## config.mk

```make
export PLATFORM = sky130hd
export DESIGN_NAME = serial_add_ctrl
export DESIGN_NICKNAME = d
export VERILOG_FILES = /design/src/rtl/serial_add_pkg.sv /design/src/rtl/fa_cell.sv /design/src/rtl/serial_add_ctrl.sv
export SDC_FILE = /design/constraint.sdc
export NUM_CORES = 1
export LEC_CHECK = 0
export ABC_AREA = 1
export BUFFER_PORTS_ARGS = -buffer_cell sky130_fd_sc_hd__buf_4
export CORE_AREA = 2 2 74 76
export CTS_CLUSTER_DIAMETER = 30
export DETAILED_ROUTE_END_ITERATION = 12
export DIE_AREA = 0 0 76 78
export PLACE_DENSITY_LB_ADDON = 0.25
export SYNTH_ARGS = -nofsm -noshare
export SYNTH_HDL_FRONTEND = slang
export SYNTH_HIERARCHICAL = 1
export SYNTH_SLANG_ARGS = --single-unit
```

## constraint.sdc

```tcl
create_clock -name clk -period 1.3 [get_ports clk]
set_clock_uncertainty 0.15 [all_clocks]
set_input_delay 0.065 -clock clk [delete_from_list [all_inputs] [get_ports clk]]
set_output_delay 0.065 -clock clk [all_outputs]
set_load 0.02 [all_outputs]
```

## src/rtl/serial_add_pkg.sv

```systemverilog
// serial_add_pkg
//   Shared definitions for the bit-serial add/subtract sequencer:
//   FSM state encoding and operation select constants.
package serial_add_pkg;

   typedef enum logic [1:0] {
      IDLE = 2'd0,
      RUN  = 2'd1,
      DONE = 2'd2
   } state_t;

   localparam logic OP_ADD = 1'b0;
   localparam logic OP_SUB = 1'b1;

endpackage

```

## src/rtl/fa_cell.sv

```systemverilog
// fa_cell
//   Purely combinational 1-bit full adder, the single arithmetic cell
//   time-shared by serial_add_ctrl.
// Ports
//   a, b  : operand bits
//   cin   : carry in
//   sum   : a ^ b ^ cin
//   cout  : majority(a, b, cin)
module fa_cell (
   input  logic a,
   input  logic b,
   input  logic cin,
   output logic sum,
   output logic cout
);

   assign sum  = a ^ b ^ cin;
   assign cout = (a & b) | (a & cin) | (b & cin);

endmodule

```

## src/rtl/serial_add_ctrl.sv

```systemverilog
// serial_add_ctrl
//   Adds or subtracts two WIDTH-bit operands bit-serially, LSB first, one
//   bit per clock, through a single fa_cell. A request accepted at edge E
//   yields a one-cycle done pulse after edge E+WIDTH+1.
// Ports
//   clk    : rising-edge clock
//   rst_n  : asynchronous active-low reset
//   start  : request, sampled only in IDLE
//   op     : 0 = a+b+cin, 1 = a-b (cin ignored), sampled with start
//   a, b   : operands, sampled with start
//   cin    : carry in for addition, sampled with start
//   busy   : high while the sequencer is not idle
//   done   : one-cycle pulse, result valid
//   sum    : result, held until the next completed operation
//   cout   : carry out of the MSB (for subtraction 1 = no borrow)
//   ovf    : signed overflow
module serial_add_ctrl
   import serial_add_pkg::*;
#(
   parameter int WIDTH = 8
) (
   input  logic             clk,
   input  logic             rst_n,
   input  logic             start,
   input  logic             op,
   input  logic [WIDTH-1:0] a,
   input  logic [WIDTH-1:0] b,
   input  logic             cin,
   output logic             busy,
   output logic             done,
   output logic [WIDTH-1:0] sum,
   output logic             cout,
   output logic             ovf
);

   localparam int CW = (WIDTH > 1) ? $clog2(WIDTH) : 1;
   localparam logic [CW-1:0] LAST = CW'(WIDTH - 1);

   state_t           state;
   logic [WIDTH-1:0] a_sh;
   logic [WIDTH-1:0] b_sh;
   logic [WIDTH-1:0] res_sh;
   logic [CW-1:0]    cnt;
   logic             carry;
   logic             msb_cin;
   logic             fa_s;
   logic             fa_co;

   fa_cell u_fa (
      .a    (a_sh[0]),
      .b    (b_sh[0]),
      .cin  (carry),
      .sum  (fa_s),
      .cout (fa_co)
   );

   always_ff @(posedge clk or negedge rst_n) begin
      if (!rst_n) begin
         state   <= IDLE;
         a_sh    <= '0;
         b_sh    <= '0;
         res_sh  <= '0;
         cnt     <= '0;
         carry   <= 1'b0;
         msb_cin <= 1'b0;
         busy    <= 1'b0;
         done    <= 1'b0;
         sum     <= '0;
         cout    <= 1'b0;
         ovf     <= 1'b0;
      end else begin
         case (state)
            IDLE: begin
               done <= 1'b0;
               if (start) begin
                  // Subtraction is a + ~b + 1: invert b and force carry-in.
                  a_sh  <= a;
                  b_sh  <= (op == OP_SUB) ? ~b : b;
                  carry <= (op == OP_SUB) ? 1'b1 : cin;
                  cnt   <= '0;
                  busy  <= 1'b1;
                  state <= RUN;
               end
            end
            RUN: begin
               res_sh <= {fa_s, res_sh[WIDTH-1:1]};
               carry  <= fa_co;
               a_sh   <= a_sh >> 1;
               b_sh   <= b_sh >> 1;
               if (cnt == LAST) begin
                  // carry currently holds the carry into the MSB
                  msb_cin <= carry;
                  state   <= DONE;
               end else begin
                  cnt <= cnt + CW'(1);
               end
            end
            DONE: begin
               sum   <= res_sh;
               cout  <= carry;
               ovf   <= msb_cin ^ carry;
               done  <= 1'b1;
               busy  <= 1'b0;
               state <= IDLE;
            end
            default: begin
               busy  <= 1'b0;
               done  <= 1'b0;
               state <= IDLE;
            end
         endcase
      end
   end

endmodule

```

==> reports/metrics.csv <==
stage,metric,value,unit
placed_design,HPWL after DPL,2680,um
final_layout,most frequent cells in the layout,"nand2_1, buf_4, dfrtp_1, inv_1, dlygate4sd3_1",
min_path,worst min path class,in2reg,
synth,Syn Area/Cell,7.93,um^2
critical_path,Crit Path Max Fanout,6,
synth,syn_nets,273,
cts,"Clk Latency, worst-skew pair",0.30,ns
floorplan,IO Count,33,
power,Max IR drop VDD,815,uV
floorplan,die area,5930,um^2
critical_path,worst setup path end,b_sh[0],
synth,Seq cells post-synth,43,
floorplan,starting density of the core,39.2,%
timing,max-slew violation count,0,
detailed_routing,Final ANT Viol Nets,0,
critical_path,reg2reg path depth,5,
cts,H-tree depth,2,
critical_path,CP Cell Sequence,"buf_6, o21ai_4, buf_6, nand2_1, nand3_1",
detailed_routing,vias per inst,4.44,
grt,gr usage total,14.6,%
timing,highest achievable clock rate,776,MHz
floorplan,Core Rows,26,
timing,Slew @ Worst Pin,0.544,ns
grt,initial antenna violation count,0,
final_layout,Final Net Count,342,
synth,share of the yosys chip area belonging to registers,54.5,%
cts,CTS tree,yes,
detailed_routing,per-cell routed wire length,10.7,um
final_layout,"most common cell after layout, fill and taps aside",nand2_1,
final_layout,antenna cells,0,
flow_run,Max Cap Viol,0,
cts,root buffer cell,clkbuf_8,
synth,Netlist cell types,16,
synth,Post-Syn Instances,249,
grt,GRT overflow,0,
placed_design,Placer Congestion,0.777,
floorplan,Die W,76,um
floorplan,Die Y,78,um
critical_path,startpoint types,flip-flop,
critical_path,RR Startpoint,state[0],
critical_path,Worst R2R Setup Slack,0.01,ns
run_status,status,finished clean,
timing,Slew headroom,63.7,%
timing,final setup fails,0,
grt,largest net degree at the start of global routing,44,
timing,final setup margin,0.0109,ns
detailed_routing,DR iter-0 viols,80,
critical_path,Worst Setup SP,state[0],
cts,Clock Sinks,43,
critical_path,CP dominant cell by count,buf_6,
timing,post-route clock period utilization,99.2,%
detailed_routing,DR DRC count,0,
floorplan,core footprint,5040,um^2
placed_design,pre-CTS setup slack,-0.0630,ns
detailed_routing,DR pass1 iterations,4,
final_layout,area grow syn2layout,42.5,%
power,PwrDens,1990,nW/um^2
critical_path,"slowest stage delay, CP",0.44,ns
synth,YS warnings,6,
detailed_routing,final WL,4160,um
cts,CTS max path bufs,2,
critical_path,CP arrival,1.37,ns
synth,Netlist Area Pre-Place,1970,um^2
timing,RSZ-0062 raised after global routing,true,
timing,post-layout min period,1.29,ns
critical_path,slowest CP cell,dfrtp_2,
detailed_routing,DR vias,1729,
placed_design,Port Buffers,32,
critical_path,Crit Path Category,reg2reg,
critical_path,CP Data Required Time,1.39,ns
cts,"Clk pin slew, worst setup/hold paths",0.08,ns
critical_path,Reg-to-Reg End,b_sh[0],
cts,CTS Buf Count,5,
critical_path,Critical Path Sink Type,flip-flop,
grt,vias in the first global route,1587,
timing,Setup TNS Final,0,ns
grt,first-pass GRT wire length,6880,um
power,Pleak,1.51,nW
timing,WHS,0.0146,ns
final_layout,share of post-route cells with drive strength above 1,29.8,%
timing,Final Hold Fails,0,
final_layout,Final Util,55.8,%
-- synthesized netlist by cell type --
library cell	n	area share, %
nor2_1	3	0.57
buf_6	1	0.57
nand2_1	125	24
buf_4	3	1.1
nand3_1	20	5.1
xor2_1	1	0.44
ha_1	2	1.3
fa_1	1	1.0
dfrtp_1	43	54
o21ai_0	17	4.3
buf_2	4	1.0
a21oi_1	1	0.25
inv_1	23	4.4
o21ai_4	1	0.82
nor2_2	1	0.32
inv_2	3	0.57
-- registers in the layout, indices dropped and copies added (netlist names) --
name / cells
a_sh: 8
cnt: 3
state: 2
carry: 1
sum: 8
done: 1
b_sh: 8
busy: 1
ovf: 1
cout: 1
res_sh: 8
msb_cin: 1
-- final cells by class --
class                           count  area [um^2]
Fill cell                         485         2230
Inverter                           26          111
Clock buffer                        5         68.8
Multi-Input combinational cell    172          857
Sequential cell                    43         1080
Tap cell                           70         87.6
Clock inverter                      3         15.0
Timing Repair Buffer               70          597
-- repair_timing --
item / 4_1_cts / 5_1_grt
hold buffers: 19 / 0
gates cloned: 0 / 1
setup buffers: 1 / 4
pin swaps: 1 / 18
hold endpoints to repair: 60 / 0
gates resized for setup: 9 / 35
endpoints found under the setup margin: 4 / 30
-- stage by stage --
step | total power [mW] | instances | cell area, um^2
floorplan | 3.53 | 249 | 1970
global placement | 4.25 | 356 | 2360
detailed placement | 4.32 | 356 | 2360
CTS | 5.29 | 384 | 2660
global route | 6.10 | 389 | 2810
finish | 5.60 | 389 | 2810
-- cells by family (layout without fill, tap and decap cells) --
group	count (synthesis)	count (layout)	share of synthesized area [%]
buf+inv	34	104	7.67
compound gates	19	19	5.39
flops	43	43	54.5
simple gates	149	149	29.7
fa+ha+maj	3	3	2.28
xor+xnor	1	1	0.444
-- critical path, delay by kind of cell, from the launching register on --
family                 cells  cell delay [ns]
AOI/OAI and AO/OA          1             0.19
buffers and inverters      2             0.30
DFF                        1             0.44
and+or+nand+nor            2             0.14
-- how the worst min path moves through the flow --
stage                     startpoint  cells past startpoint       to  slack (ns)
final                            cin                      7    carry        0.01
after global routing             cin                      7    carry        0.10
after CTS                        cin                      7    carry        0.02
after detailed placement       rst_n                      1   sum[5]       -0.06
after global placement         rst_n                      1   sum[6]       -0.06
after floorplan                rst_n                      0  a_sh[0]       -0.38
-- layer usage --
metal  GRT usage, %  routed length (um)  up-vias
li1               -                   -      899
met1           18.1                1970      797
met2           24.6                1990       28
met3           4.53                 155        5
met4           4.36                  44        0
met5              0                   0        -
-- report_power, final --
group	switching, mW	total (mW)	leakage (nW)	internal (mW)
clock	0.456	0.823	0.0477	0.368
combinational	1.42	2.58	0.915	1.16
sequential	0.318	2.20	0.550	1.88
total	2.20	5.60	1.51	3.40
(Power assumes the default switching activity.)
